File: config.mk
export PLATFORM = sky130hd
export DESIGN_NAME = ps2_host_tx
export DESIGN_NICKNAME = d
export VERILOG_FILES = /design/src/rtl/ps2_pkg.sv /design/src/rtl/ps2_edge_sync.sv /design/src/rtl/ps2_host_tx.sv
export SDC_FILE = /design/constraint.sdc
export NUM_CORES = 1
export LEC_CHECK = 0
export CELL_PAD_IN_SITES_DETAIL_PLACEMENT = 1
export CELL_PAD_IN_SITES_GLOBAL_PLACEMENT = 1
export CORE_MARGIN = 5
export CORE_UTILIZATION = 35
export DETAILED_ROUTE_END_ITERATION = 7
export HOLD_SLACK_MARGIN = 0.03
export PLACE_DENSITY_LB_ADDON = 0.1
export SYNTH_ARGS = -nofsm -noshare
export SYNTH_HDL_FRONTEND = slang
export SYNTH_SLANG_ARGS = --single-unit
File: constraint.sdc
create_clock -name clk -period 2.6 [get_ports clk]
set_input_delay 0.52 -clock clk [delete_from_list [all_inputs] [get_ports clk]]
set_output_delay 0.52 -clock clk [all_outputs]
set_load 0.02 [all_outputs]
File: src/rtl/ps2_pkg.sv
// rtl/ps2_pkg.sv - shared PS/2 types, frame constants and parity helper
package ps2_pkg;

    typedef enum logic [2:0] {
        IDLE,
        INHIBIT,
        REQ,
        SHIFT,
        ACK,
        WAIT_IDLE
    } ps2_state_t;

    localparam int FRAME_BITS = 10;
    localparam int ACK_EDGE   = 11;

    function automatic logic odd_parity(input logic [7:0] d);
        return ~^d;
    endfunction

endpackage

File: src/rtl/ps2_edge_sync.sv
// rtl/ps2_edge_sync.sv - 3-flop synchroniser for ps2_clk/ps2_data plus clock falling-edge pulse
module ps2_edge_sync (
    input  logic clk,
    input  logic clrn,
    input  logic ps2_clk,
    input  logic ps2_data,
    output logic clk_sync,
    output logic data_sync,
    output logic fall
);

    logic [2:0] clk_sr;
    logic [2:0] data_sr;

    // Idle PS/2 lines float high, so the chains reset to 1 to avoid a false edge.
    always_ff @(posedge clk or negedge clrn) begin
        if (!clrn) begin
            clk_sr  <= '1;
            data_sr <= '1;
        end else begin
            clk_sr  <= {clk_sr[1:0], ps2_clk};
            data_sr <= {data_sr[1:0], ps2_data};
        end
    end

    assign clk_sync  = clk_sr[2];
    assign data_sync = data_sr[2];
    assign fall      = clk_sr[2] & ~clk_sr[1];

endmodule

File: src/rtl/ps2_host_tx.sv
// rtl/ps2_host_tx.sv - host-to-device PS/2 command transmitter with inhibit, shift and ACK check
module ps2_host_tx
    import ps2_pkg::*;
#(
    parameter int INHIBIT_CYCLES = 5000,
    parameter int REQ_CYCLES     = 50,
    parameter int TIMEOUT_CYCLES = 1000000
) (
    input  logic       clk,
    input  logic       clrn,
    input  logic [7:0] tx_data,
    input  logic       tx_valid,
    output logic       tx_ready,
    input  logic       ps2_clk,
    input  logic       ps2_data,
    output logic       ps2_clk_oe,
    output logic       ps2_data_oe,
    output logic       busy,
    output logic       done,
    output logic       err_nack,
    output logic       err_timeout
);

    localparam int MAX_CYCLES = (INHIBIT_CYCLES > TIMEOUT_CYCLES) ? INHIBIT_CYCLES : TIMEOUT_CYCLES;
    localparam int CW         = $clog2(MAX_CYCLES + 1);

    localparam logic [CW-1:0] INH_LAST = CW'(INHIBIT_CYCLES - 1);
    localparam logic [CW-1:0] REQ_LAST = CW'(REQ_CYCLES - 1);
    localparam logic [CW-1:0] TO_LAST  = CW'(TIMEOUT_CYCLES - 1);
    localparam logic [3:0]    IDX_LAST = 4'(FRAME_BITS - 1);
    localparam logic [3:0]    IDX_ACK  = 4'(ACK_EDGE - 1);

    ps2_state_t            state;
    logic [CW-1:0]         cnt;
    logic [3:0]            idx;
    logic [FRAME_BITS-1:0] frame;
    logic                  clk_sync;
    logic                  data_sync;
    logic                  fall;
    logic                  timed_out;

    ps2_edge_sync u_sync (
        .clk       (clk),
        .clrn      (clrn),
        .ps2_clk   (ps2_clk),
        .ps2_data  (ps2_data),
        .clk_sync  (clk_sync),
        .data_sync (data_sync),
        .fall      (fall)
    );

    assign timed_out = (cnt == TO_LAST);
    assign tx_ready  = (state == IDLE);
    assign busy      = (state != IDLE);

    always_ff @(posedge clk or negedge clrn) begin
        if (!clrn) begin
            state       <= IDLE;
            cnt         <= '0;
            idx         <= '0;
            frame       <= '0;
            ps2_clk_oe  <= 1'b0;
            ps2_data_oe <= 1'b0;
            done        <= 1'b0;
            err_nack    <= 1'b0;
            err_timeout <= 1'b0;
        end else begin
            done        <= 1'b0;
            err_nack    <= 1'b0;
            err_timeout <= 1'b0;
            case (state)
                IDLE: begin
                    if (tx_valid) begin
                        frame       <= {1'b1, odd_parity(tx_data), tx_data};
                        cnt         <= '0;
                        ps2_clk_oe  <= 1'b1;
                        ps2_data_oe <= 1'b0;
                        state       <= INHIBIT;
                    end
                end
                INHIBIT: begin
                    if (cnt == INH_LAST) begin
                        cnt         <= '0;
                        ps2_data_oe <= 1'b1;
                        state       <= REQ;
                    end else begin
                        cnt <= cnt + 1'b1;
                    end
                end
                REQ: begin
                    if (cnt == REQ_LAST) begin
                        cnt        <= '0;
                        idx        <= '0;
                        ps2_clk_oe <= 1'b0;
                        state      <= SHIFT;
                    end else begin
                        cnt <= cnt + 1'b1;
                    end
                end
                // From here on the device owns the clock; timeout beats a same-cycle fall.
                SHIFT: begin
                    if (timed_out) begin
                        ps2_clk_oe  <= 1'b0;
                        ps2_data_oe <= 1'b0;
                        err_timeout <= 1'b1;
                        state       <= IDLE;
                    end else if (fall) begin
                        cnt         <= '0;
                        ps2_data_oe <= ~frame[idx];
                        idx         <= idx + 1'b1;
                        if (idx == IDX_LAST) begin
                            state <= ACK;
                        end
                    end else begin
                        cnt <= cnt + 1'b1;
                    end
                end
                ACK: begin
                    if (timed_out) begin
                        ps2_clk_oe  <= 1'b0;
                        ps2_data_oe <= 1'b0;
                        err_timeout <= 1'b1;
                        state       <= IDLE;
                    end else if (fall && idx == IDX_ACK) begin
                        cnt <= '0;
                        idx <= idx + 1'b1;
                        if (data_sync) begin
                            err_nack <= 1'b1;
                            state    <= IDLE;
                        end else begin
                            state <= WAIT_IDLE;
                        end
                    end else begin
                        cnt <= cnt + 1'b1;
                    end
                end
                WAIT_IDLE: begin
                    if (timed_out) begin
                        ps2_clk_oe  <= 1'b0;
                        ps2_data_oe <= 1'b0;
                        err_timeout <= 1'b1;
                        state       <= IDLE;
                    end else if (clk_sync && data_sync) begin
                        done  <= 1'b1;
                        state <= IDLE;
                    end else begin
                        cnt <= fall ? '0 : cnt + 1'b1;
                    end
                end
                default: begin
                    ps2_clk_oe  <= 1'b0;
                    ps2_data_oe <= 1'b0;
                    state       <= IDLE;
                end
            endcase
        end
    end

endmodule

==> impl_metrics.toml <==
[logic_synthesis]
syn_nets = 317
synthCells = 298
yosys_warnings = 0
synth_area_um2 = 2840
ys_seq_elements = 48
async_reset_ff_share_pct = 100
synth_edf_count = 0
synth_cell_type_count = 60
synth_top_flop_cell = "dfrtp_1"
ys_seq_area_share_pct = 42.6
avgSynthCellArea_um2 = 9.52

[global_route]
overflow = 0
grt_usage_pct = 16.0
grt_pass1_wl_um = 12800
grt_pass1_vias = 2497
grt_max_degree = 49
antenna_found_initial = 0

[power]
p_leak_nw = 1.26
power.density_nw_per_um2 = 943
ir_drop_uv = 323

[critical_path]
reg2reg_slack_ns = 0.15
start_kind = "register"
crit_arrival_ns = 2.64
critPathCaptureType = "register"
regToRegStartpoint = "cnt[0]$_DFFE_PN0P_"
ff2ff_path_depth = 7
crit_type = "register to register"
required_ns = 2.79
cp_max_fo = 6
worstReg2RegEnd = "cnt[0]$_DFFE_PN0P_"

[cts]
htree_levels = 2
ctsHoldBuffers = 0
cts_sinks = 48
cts_buffers = 5
cts_root_buf = "clkbuf_8"
cts_max_path_buffers = 2
clk_pin_slew_ns = 0.11
clk_latency_ns = 0.32
cts_tree = "yes"

[sta]
worst_pin_slew_ns = 0.618
tns_ns = 0
hold_viol_final = 0
fin_worst_skew_ns = 0.0130
rsz0062_at_grt = "false"
drv_slew = 0
setup_viol_count_final = 0
hold_ws_ns = 0.266
setup_ws_ns = 0.152
max_slew_margin_pct = 58.8
fmax_mhz = 409
finalCritPeriodShare_pct = 94.1
fin_crit_ns = 2.45

[cells_and_area]
fillers = 913
final_cell_mix = "42 x dfrtp_1, 32 x nor2_1, 28 x nand2_1"
diodes = 0
fin_area_um2 = 3280
register_area_um2 = 1210
nets = 344
area_growth_pct = 15.7
final_core_util_pct = 42.0
drive_above_1_share_pct = 17.2
multi_input_area_um2 = 1520
final_common_cell = "dfrtp_1"

[flow_run]
drv_cap = 0

[routing]
drcViolationCount = 0
wl_per_cell_um = 17.3
vias_per_cell = 5.46
first_pass_iters = 4
drt_iter0_drc = 87
wirelength_um = 7390
dr_total_vias = 2337
ant_nets = 0

[worst_hold_path]
hp-class = "input pin to async pin"

[die]
start_util_pct = 36.3
die_w_um = 100
die_area_um2 = 10000
num_io_pins = 20
fp.dieH_um = 100
core_um2 = 7810
rows = 32

[place]
dp_hpwl_um = 5560
place_ws_ns = 0.0217
portBuffers = 19
dpl_cell_area_um2 = 3180
routabilityCongestion = 0.831

[status]
status = "finished clean"
-- worst max-delay path by stage --
stage / startpoint / endpoint / slack [ns] / cells after the start
floorplan: state[2]$_DFFE_PN0P_ / frame[1]$_DFFE_PN0P_ / 0.47 / 6
global placement: tx_valid / cnt[15]$_DFFE_PN0P_ / 0.12 / 6
detailed placement: tx_valid / cnt[15]$_DFFE_PN0P_ / 0.02 / 6
CTS: state[2]$_DFFE_PN0P_ / tx_ready / 0.10 / 2
global route: cnt[0]$_DFFE_PN0P_ / cnt[0]$_DFFE_PN0P_ / 0.02 / 7
finish: cnt[0]$_DFFE_PN0P_ / cnt[0]$_DFFE_PN0P_ / 0.15 / 7
-- sequential cells by signal, indices dropped and copies added, names as in the netlist, 3 cells and up --
name,flops
frame,10
cnt,20
u_sync.clk_sr,3
u_sync.data_sr,3
idx,4
state,3
-- routing by layer --
metal | track usage [%] | vias to the layer above | share of wire, %
li1 | - | 1137 | -
met1 | 23.1 | 1163 | 52
met2 | 24.5 | 29 | 44
met3 | 3.20 | 8 | 2.9
met4 | 4.04 | 0 | 1.2
met5 | 0 | - | 0
-- metrics by stage --
| step | power (mW) | cells |
|---|---|---|
| after floorplan | 2.09 | 298 |
| after global placement | 2.61 | 420 |
| after detailed placement | 2.63 | 420 |
| after CTS | 3.14 | 428 |
| after global routing | 3.34 | 428 |
| final | 3.10 | 428 |
-- synth_stat cells (all sizes together) (5+ instances only) --
cell type / number / area share, %
a21oi: 13 / 2.3
ha: 6 / 2.6
nand2: 28 / 3.7
o31ai: 6 / 1.8
nor3: 6 / 1.1
xnor2: 9 / 2.8
dfrtp: 42 / 37
buf: 8 / 1.9
xor2: 5 / 1.5
and2: 5 / 1.1
inv: 10 / 1.3
mux2: 11 / 4.4
clkbuf: 5 / 0.66
o21ai: 18 / 3.3
nor2: 32 / 4.2
nand3: 15 / 2.6
or3: 6 / 1.5
dfstp: 6 / 5.6
nand4: 11 / 2.4
-- cell families after synthesis --
logic type	Yosys count	share of synthesized area, %
AO/OA/AOI/OAI	59	14.5
XOR/XNOR	14	4.32
adder cells (fa/ha/maj)	6	2.65
buffers and inverters	23	3.92
flip-flops	48	42.6
multiplexers	14	5.86
AND/OR/NAND/NOR	134	26.1
-- power breakdown --
part	internal (mW)	switching, mW
combinational	0.676	0.810
clock	0.199	0.297
sequential	0.900	0.213
-- worst max-delay path: stages, from the launching register on --
cell and delay, ns:
dfrtp_1 0.45, ha_1 0.21, nand4_1 0.09, or4_1 0.58, o31a_1 0.35, o31ai_2 0.39
buf_4 0.19, o21ai_0 0.07
-- what timing repair did --
item                                    in CTS  in global routing
buffers inserted                             0                  0
resized for setup                            0                  1
hold endpoints to repair                     0                  0
endpoints found under the setup margin       0                  2
-- area by class of cell --
type	count	area share [%]
sequential	48	36.8
clock buffer	5	2.10
clock inverter	3	0.801
multi-input combinational	227	46.4
tap	102	3.89
inverter	10	1.14
timing repair buffer	33	8.84
Note: power is estimated with default switching activity, not from simulation.
